<file path="config.mk">
export PLATFORM = sky130hd
export DESIGN_NAME = fetch_line_server
export DESIGN_NICKNAME = d
export VERILOG_FILES = /design/src/rtl/fetch_line_server.sv
export SDC_FILE = /design/constraint.sdc
export NUM_CORES = 1
export LEC_CHECK = 0
export ABC_AREA = 0
export BUFFER_PORTS_ARGS = -buffer_cell sky130_fd_sc_hd__buf_2
export CAP_MARGIN = 0
export CORE_AREA = 2 2 266 268
export CTS_CLUSTER_DIAMETER = 60
export CTS_CLUSTER_SIZE = 25
export DETAILED_ROUTE_END_ITERATION = 10
export DIE_AREA = 0 0 268 270
export MAX_ROUTING_LAYER = met4
export SLEW_MARGIN = 20
export SYNTH_ARGS = -nofsm -noshare
export SYNTH_HDL_FRONTEND = slang
export SYNTH_SLANG_ARGS = --single-unit
</file>
<file path="constraint.sdc">
create_clock -name clk -period 4 [get_ports clk]
set_input_delay 1.2 -clock clk [delete_from_list [all_inputs] [get_ports clk]]
set_output_delay 1.2 -clock clk [all_outputs]
set_load 0.02 [all_outputs]
</file>
<file path="src/rtl/fetch_line_server.sv">
// Line fetch server: one outstanding fetch-buffer request, filled by a single memory burst.
// Optional FETCH_LINE_SERVER_LASTLINE_HIT_EN retains the last clean line and answers repeat requests without a burst.
module fetch_line_server #(
  parameter int PA_BITS = 34,
  parameter int LINELEN = 512,
  parameter int BEATLEN = 64
) (
  input  logic               clk,
  input  logic               reset,
  input  logic               ReqValid,
  output logic               ReqReady,
  input  logic [PA_BITS-1:0] ReqPAdr,
  output logic               RspValid,
  input  logic               RspReady,
  output logic [LINELEN-1:0] RspLine,
  output logic [PA_BITS-1:0] RspPAdr,
  output logic               RspErr,
  input  logic               FlushStage,
  output logic               BusReq,
  output logic [PA_BITS-1:0] BusAdr,
  input  logic               BusAck,
  input  logic               BusBeatValid,
  input  logic [BEATLEN-1:0] BusRData,
  input  logic               BusErr
);

  localparam int NUM_BEATS = LINELEN / BEATLEN;
  localparam int CNT_W     = $clog2(NUM_BEATS);
  localparam int OFS_W     = $clog2(LINELEN / 8);

  typedef enum logic [2:0] {IDLE, ADDR, BEATS, RESP, DRAIN} state_t;

  state_t             state, state_next;
  logic [PA_BITS-1:0] addr_q;
  logic [LINELEN-1:0] line_q;
  logic [CNT_W-1:0]   cnt_q;
  logic               err_q;
  logic               accept;
  logic               last_beat;
  logic               hit;
  logic [PA_BITS-1:0] req_line_adr;

  assign req_line_adr = ReqPAdr & ~{{(PA_BITS-OFS_W){1'b0}}, {OFS_W{1'b1}}};
  assign accept       = (state == IDLE) && ReqValid && !FlushStage;
  assign last_beat    = BusBeatValid && (&cnt_q);

`ifdef FETCH_LINE_SERVER_LASTLINE_HIT_EN
  logic line_valid_q;

  // addr_q still names the retained line until the next miss is accepted
  assign hit = line_valid_q && (addr_q == req_line_adr);

  always_ff @(posedge clk or negedge reset) begin
    if (!reset)
      line_valid_q <= 1'b0;
    else if (accept && !hit)
      line_valid_q <= 1'b0;
    else if (state == BEATS && last_beat && !FlushStage && !(err_q || BusErr))
      line_valid_q <= 1'b1;
  end
`else
  assign hit = 1'b0;
`endif

  always_comb begin
    state_next = state;
    case (state)
      IDLE:  if (accept) state_next = hit ? RESP : ADDR;
      ADDR: begin
        if (BusAck)          state_next = FlushStage ? DRAIN : BEATS;
        else if (FlushStage) state_next = IDLE;
      end
      BEATS: begin
        if (last_beat)       state_next = FlushStage ? IDLE : RESP;
        else if (FlushStage) state_next = DRAIN;
      end
      RESP:  if (FlushStage || RspReady) state_next = IDLE;
      DRAIN: if (last_beat) state_next = IDLE;
      default: state_next = IDLE;
    endcase
  end

  always_ff @(posedge clk or negedge reset) begin
    if (!reset) begin
      state  <= IDLE;
      addr_q <= '0;
      cnt_q  <= '0;
      err_q  <= 1'b0;
    end else begin
      state <= state_next;
      if (accept) begin
        addr_q <= req_line_adr;
        err_q  <= 1'b0;
      end
      if (state == ADDR && BusAck) begin
        cnt_q <= '0;
        err_q <= 1'b0;
      end else if ((state == BEATS || state == DRAIN) && BusBeatValid) begin
        cnt_q <= cnt_q + 1'b1;
        if (state == BEATS)
          err_q <= err_q | BusErr;
      end
    end
  end

  // Line storage carries no reset; its contents only matter once a burst has filled it
  always_ff @(posedge clk) begin
    if (state == BEATS && BusBeatValid) begin
      for (int k = 0; k < NUM_BEATS; k++) begin
        if (cnt_q == CNT_W'(k))
          line_q[k*BEATLEN +: BEATLEN] <= BusRData;
      end
    end
  end

  assign ReqReady = (state == IDLE);
  assign RspValid = (state == RESP);
  assign BusReq   = (state == ADDR);
  assign BusAdr   = addr_q;
  assign RspPAdr  = addr_q;
  assign RspErr   = err_q;
  assign RspLine  = line_q;

endmodule

</file>
==> flow_summary.json <==
{
  "synth-edff-count": 512,
  "fin_skew_ps": 18.5,
  "ys_warn_count": 0,
  "drive_gt1_share_pct": 56.7,
  "drc_errors": 0,
  "synth.avg_cell_area_um2": 25.8,
  "viasPerCell": 3.95,
  "clock_path_buffers": 3,
  "cts-buffers-inserted": 34,
  "synth.yosys.seq_area_share_pct": 93.8,
  "drv_cap": 0,
  "min_from": "BusAdr[16]",
  "syn_inst": 670,
  "final_max_slew_viol_count": 0,
  "hold_buffers": 0,
  "syn_to_final_growth_pct": 32.5,
  "cp-start-kind": "flip-flop",
  "io_pins": 690,
  "startpoint": "state[2]",
  "finalSetupViolCount": 0,
  "cts_tree": "done",
  "combPwrFrac_pct": 11.0,
  "async_flop_share_pct": 6.40,
  "synth.ff_latch_count": 547,
  "fp.dieH_um": 270,
  "grt_first_pass_wirelength_mm": 62.2,
  "crit_type": "flip-flop to primary output",
  "fmax_mhz": 358,
  "place.gp.congestion": 0.822,
  "cts.sinks": 547,
  "final_antenna_net_count": 0,
  "route.detailed.wl_per_inst_um": 19.3,
  "fin_cells": 2319,
  "path_cells": "nor3b_1, buf_2",
  "power_density_nw_per_um2": 511,
  "initial_core_util_pct": 24.9,
  "min_period_ps": 2800,
  "cts_setup_buffers": 0,
  "required_ps": 2800,
  "hold_class": "flip-flop to flip-flop",
  "die_area_um2": 72400,
  "finalCritPeriodShare_pct": 69.9,
  "syn_area_um2": 17300,
  "grt_start_max_net_pins": 65,
  "internal_power_mw": 8.80,
  "tns_ps": 0,
  "irDropWorstVdd_uv": 522,
  "cts_root_buf": "clkbuf_16",
  "grt-ovfl-total": 0,
  "dr.pass1.iters": 6,
  "switching_power_mw": 2.92,
  "synth_ff_type": "edfxtp_1",
  "yosysUniqueCellTypes": 29,
  "post-dp-hpwl_mm": 30.0,
  "clk_pin_slew_worst_paths_ps": 80,
  "num_rows": 97,
  "p_clk_share_pct": 32.3,
  "cp_slowest_cell": "dfrtp_1",
  "finalHoldViolCount": 0,
  "htreeDepth": 2,
  "vias": 9151,
  "die_w_um": 268,
  "first_iter_violations": 747,
  "drt-total-wl_mm": 44.7,
  "dp_cells": 2259,
  "rsz0062_at_grt": "no",
  "clk_latency_ps": 550,
  "worstPathArrival_ps": 1600,
  "crit_fanout": 10,
  "finalNetCount": 1467,
  "status": "finished clean",
  "reg2reg_from": "state[0]",
  "port_buffers": 671,
  "worst_pin_slew_ps": 843,
  "grt_usage_pct": 11.9,
  "critical-path-max-stage-delay_ps": 520,
  "switching_share_pct": 24.9,
  "core-area_um2": 69500,
  "end_kind": "primary output",
  "antenna_found_initial": 0,
  "pwr-share-seq_pct": 56.7,
  "p_leak_nw": 8.73,
  "diodes": 0,
  "maxSlewHeadroom_pct": 43.7,
  "fillers": 6667,
  "cts_resized": 0,
  "grt_pass1_vias": 9287
}
## power by group through the flow
stage,registers [mW],clock network [mW],logic [mW]
after floorplan,6.95,0,0.749
after global placement,6.76,0,1.29
after detailed placement,6.76,0,1.30
after CTS,6.65,3.91,1.30
after global routing,6.67,4.09,1.36
final,6.65,3.79,1.28
## path summary, 6_finish.rpt
| kind | end | slack [ps] | depth (start not counted) |
|---|---|---|---|
| worst max-delay path | BusReq | 1200 | 2 |
| worst min-delay path | BusAdr[16] | 540 | 1 |
| max in group asynchronous | BusAdr[23] | 2730 | 1 |
| min in group asynchronous | BusAdr[7] | 750 | 1 |
| worst max register to register | BusAdr[31] | 1920 | 3 |
| worst min register to register | BusAdr[16] | 540 | 1 |
## cell usage in the layout (no fill, tap or decap), drive strengths merged
cell	netlist	layout
a21bo	1	1
clkinv	0	12
clkinvlp	0	1
nor3	3	3
mux2i	3	3
and2	2	2
a32o	2	2
conb	1	12
and3b	1	1
edfxtp	512	512
nor2	2	2
bufinv	0	2
and3	6	6
ha	6	6
buf	45	684
nor2b	2	2
inv	5	13
nand3	1	1
nor3b	1	1
nand2	7	7
xor2	1	1
a21boi	1	1
mux2	28	28
nand4bb	1	1
dfrtp	35	35
mux4	1	1
clkbuf	1	37
nand3b	2	2
## worst max-delay path, delay by kind of cell, from the launching register on
kind                   cells  cell delay (ps)
DFF                        1              520
and+or+nand+nor            1              320
buffers and inverters      1              220
## layer usage
metal  track usage, %  up-vias  share of wire, %
li1                 -     3935                 -
met1             12.6     4645                37
met2             21.4      502                52
met3             3.06       69               7.7
met4             4.06        0               2.9
met5                -        -                 0
## through the flow
step           worst slack, ps  area, µm²  power (mW)  hold slack (ps)  util, %
3_3_place_gp              1190      21800        8.05              506     31.3
3_5_place_dp              1170      21800        8.06              507     31.3
6_report                  1200      22900        11.7              536     33.0
5_1_grt                   1100      22900        12.1              555     33.0
4_1_cts                   1140      22900        11.9              538     33.0
2_1_floorplan              317      17400        7.70              499        -
## cell families (layout without fill, tap and decap cells)
family / Yosys count / in the layout / share of synthesized area [%]
flip-flops: 547 / 547 / 93.8
buffers and inverters: 51 / 749 / 2.13
multiplexers: 32 / 32 / 2.32
AND/OR/NAND/NOR: 28 / 28 / 0.990
adder cells (fa/ha/maj): 6 / 6 / 0.433
AO/OA/AOI/OAI: 4 / 4 / 0.217
other: 1 / 12 / 0.0217
XOR/XNOR: 1 / 1 / 0.0506
## sequential cells by signal, indices dropped and copies added (netlist names)
| register | flops |
|---|---|
| RspErr | 1 |
| cnt_q | 3 |
| state | 3 |
| BusAdr | 28 |
| RspLine | 512 |
## synthesized netlist by cell type (3+ instances only)
master | n | share of area [%]
and3_1 | 6 | 0.22
buf_4 | 41 | 1.8
buf_6 | 3 | 0.20
dfrtp_1 | 35 | 5.1
edfxtp_1 | 512 | 89
ha_1 | 6 | 0.43
inv_1 | 5 | 0.11
mux2_2 | 19 | 1.2
mux2_4 | 9 | 0.78
mux2i_1 | 3 | 0.17
nand2_1 | 7 | 0.15
nor3_1 | 3 | 0.087
## cell type report
type / count / area (µm²) / share of cell area [%]
clock inverter: 23 / 230 / 1.00
multi-input combinational: 83 / 774 / 3.38
inverter: 5 / 18.8 / 0.0818
clock buffer: 37 / 926 / 4.04
tap: 940 / 1180 / 5.13
timing repair buffer: 684 / 3570 / 15.6
sequential: 547 / 16300 / 70.8
No activity file was read; power rests on OpenSTA's default activity.
